<file path="config.mk">
export PLATFORM = sky130hd
export DESIGN_NAME = mps_op_plant_emu
export DESIGN_NICKNAME = d
export VERILOG_FILES = /design/src/rtl/mps_op_plant_emu.sv
export SDC_FILE = /design/constraint.sdc
export NUM_CORES = 1
export LEC_CHECK = 0
export ABC_CLOCK_PERIOD_IN_PS = 3600
export CAP_MARGIN = 20
export CORE_MARGIN = 5
export CORE_UTILIZATION = 50
export DETAILED_ROUTE_END_ITERATION = 8
export PLACE_DENSITY = 0.8
export SYNTH_ARGS = -nofsm -noshare
export SYNTH_HDL_FRONTEND = slang
export SYNTH_SLANG_ARGS = --single-unit
</file>
<file path="constraint.sdc">
create_clock -name i_clk -period 3.6 [get_ports i_clk]
set_input_delay 0.72 -clock i_clk [delete_from_list [all_inputs] [get_ports i_clk]]
set_output_delay 0.72 -clock i_clk [all_outputs]
set_load 0.005 [all_outputs]
</file>
<file path="src/rtl/mps_op_plant_emu.sv">
// Plant/feedback responder for the MPS on/off sequencers: answers check states
// with DI feedback and DC-link voltage after a programmable delay.
module mps_op_plant_emu #(
  parameter int unsigned P_RESP_DLY = 20,
  parameter logic [3:0]  P_DI_RST   = 4'b1000,
  parameter logic [31:0] P_DC_ON    = 32'h438C8000,
  parameter logic [31:0] P_DC_OFF   = 32'h41100000
) (
  input  logic        i_clk,
  input  logic        i_rst,
  input  logic        i_en,
  input  logic [3:0]  i_on_state,
  input  logic [3:0]  i_off_state,
  input  logic [6:0]  i_fault_mask,
  output logic [3:0]  o_ext_di,
  output logic [31:0] o_dc_v,
  output logic        o_busy,
  output logic        o_ack
);

  localparam int unsigned CODE_W = 4;
  localparam int unsigned CNT_W  = 16;
  localparam int unsigned IDX_W  = 3;
  localparam int unsigned DI_W   = 4;
  localparam int unsigned DC_W   = 32;
  localparam logic [CNT_W-1:0] CNT_LOAD = CNT_W'(P_RESP_DLY - 1);

  typedef enum logic [1:0] {
    S_IDLE  = 2'd0,
    S_WAIT  = 2'd1,
    S_APPLY = 2'd2
  } state_t;

  state_t             r_state;
  state_t             w_state_nxt;
  logic [CODE_W-1:0]  r_on;
  logic [CODE_W-1:0]  r_off;
  logic [CNT_W-1:0]   r_cnt;
  logic [CNT_W-1:0]   w_cnt_nxt;
  logic [IDX_W-1:0]   r_idx;
  logic [IDX_W-1:0]   w_idx_nxt;
  logic [DI_W-1:0]    w_di_nxt;
  logic [DC_W-1:0]    w_dc_nxt;
  logic               w_ack_nxt;

  logic               w_on_new;
  logic               w_off_new;
  logic               w_evt;
  logic               w_map;
  logic               w_arm;
  logic [IDX_W-1:0]   w_idx;
  logic [7:0]         w_mask8;

  // New-code detection and response lookup; an off event shadows an on event.
  always_comb begin
    w_on_new  = (i_on_state != r_on);
    w_off_new = (i_off_state != r_off);
    w_evt     = w_on_new | w_off_new;
    w_map     = 1'b0;
    w_idx     = '0;
    w_mask8   = {1'b0, i_fault_mask};
    if (w_off_new) begin
      if (i_off_state == CODE_W'(2)) begin
        w_map = 1'b1;
        w_idx = IDX_W'(6);
      end
    end else if (w_on_new) begin
      case (i_on_state)
        CODE_W'(2):  begin w_map = 1'b1; w_idx = IDX_W'(0); end
        CODE_W'(4):  begin w_map = 1'b1; w_idx = IDX_W'(1); end
        CODE_W'(6):  begin w_map = 1'b1; w_idx = IDX_W'(2); end
        CODE_W'(8):  begin w_map = 1'b1; w_idx = IDX_W'(3); end
        CODE_W'(10): begin w_map = 1'b1; w_idx = IDX_W'(4); end
        CODE_W'(12): begin w_map = 1'b1; w_idx = IDX_W'(5); end
        default:     begin w_map = 1'b0; w_idx = '0; end
      endcase
    end
    w_arm = w_map & ~w_mask8[w_idx];
  end

  // Next-state and next-output logic.
  always_comb begin
    w_state_nxt = r_state;
    w_cnt_nxt   = r_cnt;
    w_idx_nxt   = r_idx;
    w_di_nxt    = o_ext_di;
    w_dc_nxt    = o_dc_v;
    w_ack_nxt   = 1'b0;
    if (!i_en) begin
      w_state_nxt = S_IDLE;
    end else begin
      case (r_state)
        S_IDLE: begin
          if (w_evt && w_arm) begin
            w_state_nxt = S_WAIT;
            w_cnt_nxt   = CNT_LOAD;
            w_idx_nxt   = w_idx;
          end
        end
        S_WAIT: begin
          if (w_evt) begin
            if (w_arm) begin
              w_state_nxt = S_WAIT;
              w_cnt_nxt   = CNT_LOAD;
              w_idx_nxt   = w_idx;
            end else begin
              w_state_nxt = S_IDLE;
            end
          end else if (r_cnt == '0) begin
            w_state_nxt = S_APPLY;
          end else begin
            w_cnt_nxt = r_cnt - CNT_W'(1);
          end
        end
        S_APPLY: begin
          w_state_nxt = S_IDLE;
          w_ack_nxt   = 1'b1;
          case (r_idx)
            IDX_W'(0), IDX_W'(1): w_di_nxt[3] = 1'b0;
            IDX_W'(2):            w_di_nxt[2] = 1'b1;
            IDX_W'(3):            w_dc_nxt    = P_DC_ON;
            IDX_W'(4):            w_di_nxt[1] = 1'b1;
            IDX_W'(5):            w_di_nxt[2] = 1'b0;
            IDX_W'(6):            w_dc_nxt    = P_DC_OFF;
            default:              w_ack_nxt   = 1'b1;
          endcase
        end
        default: w_state_nxt = S_IDLE;
      endcase
    end
  end

  always_ff @(posedge i_clk) begin
    if (i_rst) begin
      r_state  <= S_IDLE;
      r_on     <= '0;
      r_off    <= '0;
      r_cnt    <= '0;
      r_idx    <= '0;
      o_ext_di <= P_DI_RST;
      o_dc_v   <= '0;
      o_busy   <= 1'b0;
      o_ack    <= 1'b0;
    end else begin
      r_state  <= w_state_nxt;
      r_on     <= i_on_state;
      r_off    <= i_off_state;
      r_cnt    <= w_cnt_nxt;
      r_idx    <= w_idx_nxt;
      o_ext_di <= w_di_nxt;
      o_dc_v   <= w_dc_nxt;
      o_busy   <= (w_state_nxt == S_WAIT);
      o_ack    <= w_ack_nxt;
    end
  end

endmodule

</file>
==> impl_summary.md <==
Outcome
The flow ran to the end, and the final reports show no timing, DRC or antenna violations.

Logic synthesis
Yosys mapped a number of flops with a built-in enable equal to 0. In the synthesized netlist the async set-or-reset flop fraction comes to 0%. The count of warnings emitted by yosys is 0. In this run, distinct cell masters in the synthesized netlist total 63. Synthesis handed over a netlist of between 200 and 300 instances. Of the synthesized area, sequential elements account for a little under a third. Dividing the synthesized area by the synthesized cell count gives between 8 and 9 um^2.

The post-synthesis instance area is approximately 2300 um^2. Counting flops and latches in the post-synthesis netlist gives 37. For this run, the leading register cell type out of synthesis is sky130_fd_sc_hd__dfxtp_1.

CTS
The clock sink count is 37. After clock tree synthesis, the setup repair step added 0 buffers. The later pin in the worst-skew pair is clocked with a latency of approximately 290 ps. The CTS buffer count is 5. For this design, the CTS-stage hold fixing added 0 buffers. The H-tree was split into 2 levels. TritonCTS built the clock tree.

The root buffer selected by CTS is sky130_fd_sc_hd__clkbuf_8. The clock-pin slew of the registers on the worst-case setup and hold paths is approximately 70 ps. The post-cts gate resize count is 0. The clock passes through at most 2 buffers.

Route
In the routed design, unresolved DRC markers number 0. The count of vias placed by the detailed router is around 1.9k. The remaining number of nets flagged by the antenna check after routing is 0.

The via density per instance is 5.59. The first detailed-routing pass ran for 4 iterations. The routed length per placed instance is 13.8 um.

The sum of routed wire length over all layers is around 4800 um. For this block, the initial DRC count from the detailed router was 85.

Power
The relative contribution of combinational cells to total power is a little under a fifth. The peak supply drop is 0.175 mV. Net switching is between 20% and 30% of the power. Power spread over the standard cell area amounts to 323 nW/um^2. The leakage power is between 0.9 and 1 nW.

The internal portion of total power is between 600 and 700 uW. Per report_power, the clock group accounts for between 30% and 40% of the total. In this run the power spent charging and discharging nets is about 230 uW.

Of the total power, registers draw about half.

Critical path
The slowest stage of the critical path belongs to the cell sky130_fd_sc_hd__or4_2. The critical path's largest stage delay is ~700 ps. In this design, the critical path's most frequently occurring cell is sky130_fd_sc_hd__a21oi_2.

The critical path capture point type is a flip-flop. The setup path with the least slack is of type input pin to flip-flop. Traced cell by cell, the critical path runs through clkdlybuf4s50_1, or3b_1, a21oi_2, a211oi_1, o21ai_2, o31ai_4, or4_2, a21oi_2.

Data on the critical path is required at its endpoint by around 3800 ps. Data on the critical path arrives at its endpoint at around 3500 ps. STA classifies the critical path startpoint as an input pin. The maximum net fanout on the critical path is 16.

STA
Setup repair after global routing left no endpoint under its margin. For the pin with the worst max-slew slack, the measured transition is ~580 ps. The final number of hold-violating endpoints came to 0. Headroom to the max-slew limit came out at approximately 60%. The clock skew is 9.83 ps.

After routing, the total negative slack on setup checks comes to 0 ps. Of the available clock period, the critical path in the final layout requires 90.1%. The final critical-path required period is about 3200 ps. The final max-slew violation count is 0. The maximum clock rate is 0.308 GHz. Setup violations remaining at the end of the flow were counted as 0.

Layout
After routing the design area is 2620 um^2. The library cell used most frequently in the layout, excluding fill and tap cells, is sky130_fd_sc_hd__dfxtp_1. The number of nets in the final layout is roughly 320. The area growth from synthesis to layout is 12.1%. The final antenna diode count is 0. Cells with a size suffix above 1 make up 15.2% of the layout. In the layout the commonest cells are sky130_fd_sc_hd__dfxtp_1, sky130_fd_sc_hd__clkdlybuf4s50_1, sky130_fd_sc_hd__conb_1.

Run
The max-cap check violation count is 0.

Placement
The placed instances occupy a cell area of ~2500 um^2. The global placer's final weighted congestion is between 0.7 and 0.8. Input and output buffers added on the ports amount to 30. The detailed-placement wirelength estimate is ~3600 um.

GRT
The largest net degree at the start of global routing is 34. Summed over all layers, the global routing overflow is 0. The first global-routing pass estimated 8160 um of wire. The number of global-route vias before repair is around 1.9k.

The number of antenna violations at the first check in global routing is 0. The total track usage is between 10% and 20%.

Die
The effective utilization at floorplan is roughly 53%. Pin placement for this block handled 56 I/O pins. After floorplanning, the core was divided into 24 placement rows. The overall die area is between 6000 and 7000 um^2.

From left edge to right edge, the die measures roughly 78 um. The vertical die dimension is between 70 and 80 um. The core area is ~4400 um^2.

Hold path
The type of the tightest min-delay check is flip-flop to flip-flop.
worst paths after layout:
path                       from     endpoint  slack [ps]  depth (start not counted)
hold / removal      o_ext_di[1]  o_ext_di[1]         480                          2
setup / recovery  i_on_state[3]    r_cnt[11]         360                          8
hold reg to reg     o_ext_di[1]  o_ext_di[1]         480                          2
setup reg to reg       r_cnt[5]    r_cnt[11]         760                          7
power groups by stage:
stage	clock [mW]	sequential [mW]	combinational (mW)
4_1_cts	0.276	0.425	0.157
6_report	0.265	0.425	0.157
2_1_floorplan	0	0.433	0.135
5_1_grt	0.290	0.426	0.175
3_5_place_dp	0	0.434	0.156
3_3_place_gp	0	0.434	0.153
area by class of cell:
class / count / area, um^2
repair buffers: 38 / 360
inverters: 9 / 33.8
well taps: 52 / 65.1
clock buffers: 5 / 68.8
fillers: 411 / 1820
flip-flops and latches: 37 / 741
clock inverters: 1 / 5.00
multi-input cells: 206 / 1350
Yosys cell counts (4+ instances only):
library cell	count	area share, %
sky130_fd_sc_hd__o31ai_1	8	2.6
sky130_fd_sc_hd__xnor2_1	8	3.0
sky130_fd_sc_hd__nor2_1	23	3.7
sky130_fd_sc_hd__a21oi_2	8	3.0
sky130_fd_sc_hd__or4_2	6	2.2
sky130_fd_sc_hd__clkbuf_1	6	0.96
sky130_fd_sc_hd__nor3_1	8	1.7
sky130_fd_sc_hd__buf_4	31	9.9
sky130_fd_sc_hd__dfxtp_1	37	32
sky130_fd_sc_hd__nand2_1	18	2.9
sky130_fd_sc_hd__a21oi_1	14	3.0
sky130_fd_sc_hd__a211oi_1	5	1.6
sky130_fd_sc_hd__nor2b_1	10	2.7
sky130_fd_sc_hd__nand3_1	7	1.5
sky130_fd_sc_hd__inv_1	9	1.4
sky130_fd_sc_hd__mux2i_1	4	1.7
sky130_fd_sc_hd__nand3b_1	5	1.6
registers in the layout (all words and copies together) (netlist names):
name / cells
o_ack: 1
r_cnt: 16
r_on: 4
o_ext_di: 3
r_state: 2
o_busy: 1
r_off: 4
o_dc_v: 3
r_idx: 3
cell families (layout without fill, tap and decap cells):
family	count (synthesis)	after routing	share of synthesized area [%]
DFF	37	37	31.7
and+or+nand+nor	109	109	28.4
adders and majority gates	1	1	0.535
AOI/OAI and AO/OA	57	57	19.2
xor gates and xnor gates	10	10	3.74
muxes	4	4	1.71
other	1	25	0.160
buffers and inverters	52	53	14.5
through the flow:
stage          total power, mW  util, %  instances  hold slack (ps)  setup slack [ps]
6_report                 0.847     59.0        348              476               356
3_5_place_dp             0.590     57.3        342              460              76.0
4_1_cts                  0.858     59.0        348              476               380
5_1_grt                  0.890     59.0        348              510               242
2_1_floorplan            0.568        -        295              455               773
3_3_place_gp             0.586     57.3        342              451               181
per-layer routing:
| metal | global-route usage (%) | vias to the layer above | part of all wire [%] |
|---|---|---|---|
| met5 | 0 | - | 0 |
| met4 | 5.77 | 0 | 1.3 |
| met3 | 3.78 | 7 | 5.7 |
| met2 | 28.5 | 59 | 47 |
| met1 | 19.1 | 913 | 46 |
| li1 | - | 968 | - |
worst max-delay path: cells and delay by family:
family                 cells  cell delay (ps)
and+or+nand+nor            2             1130
AOI/OAI and AO/OA          5              980
buffers and inverters      1              640
Power figures use the tool's default switching activity.
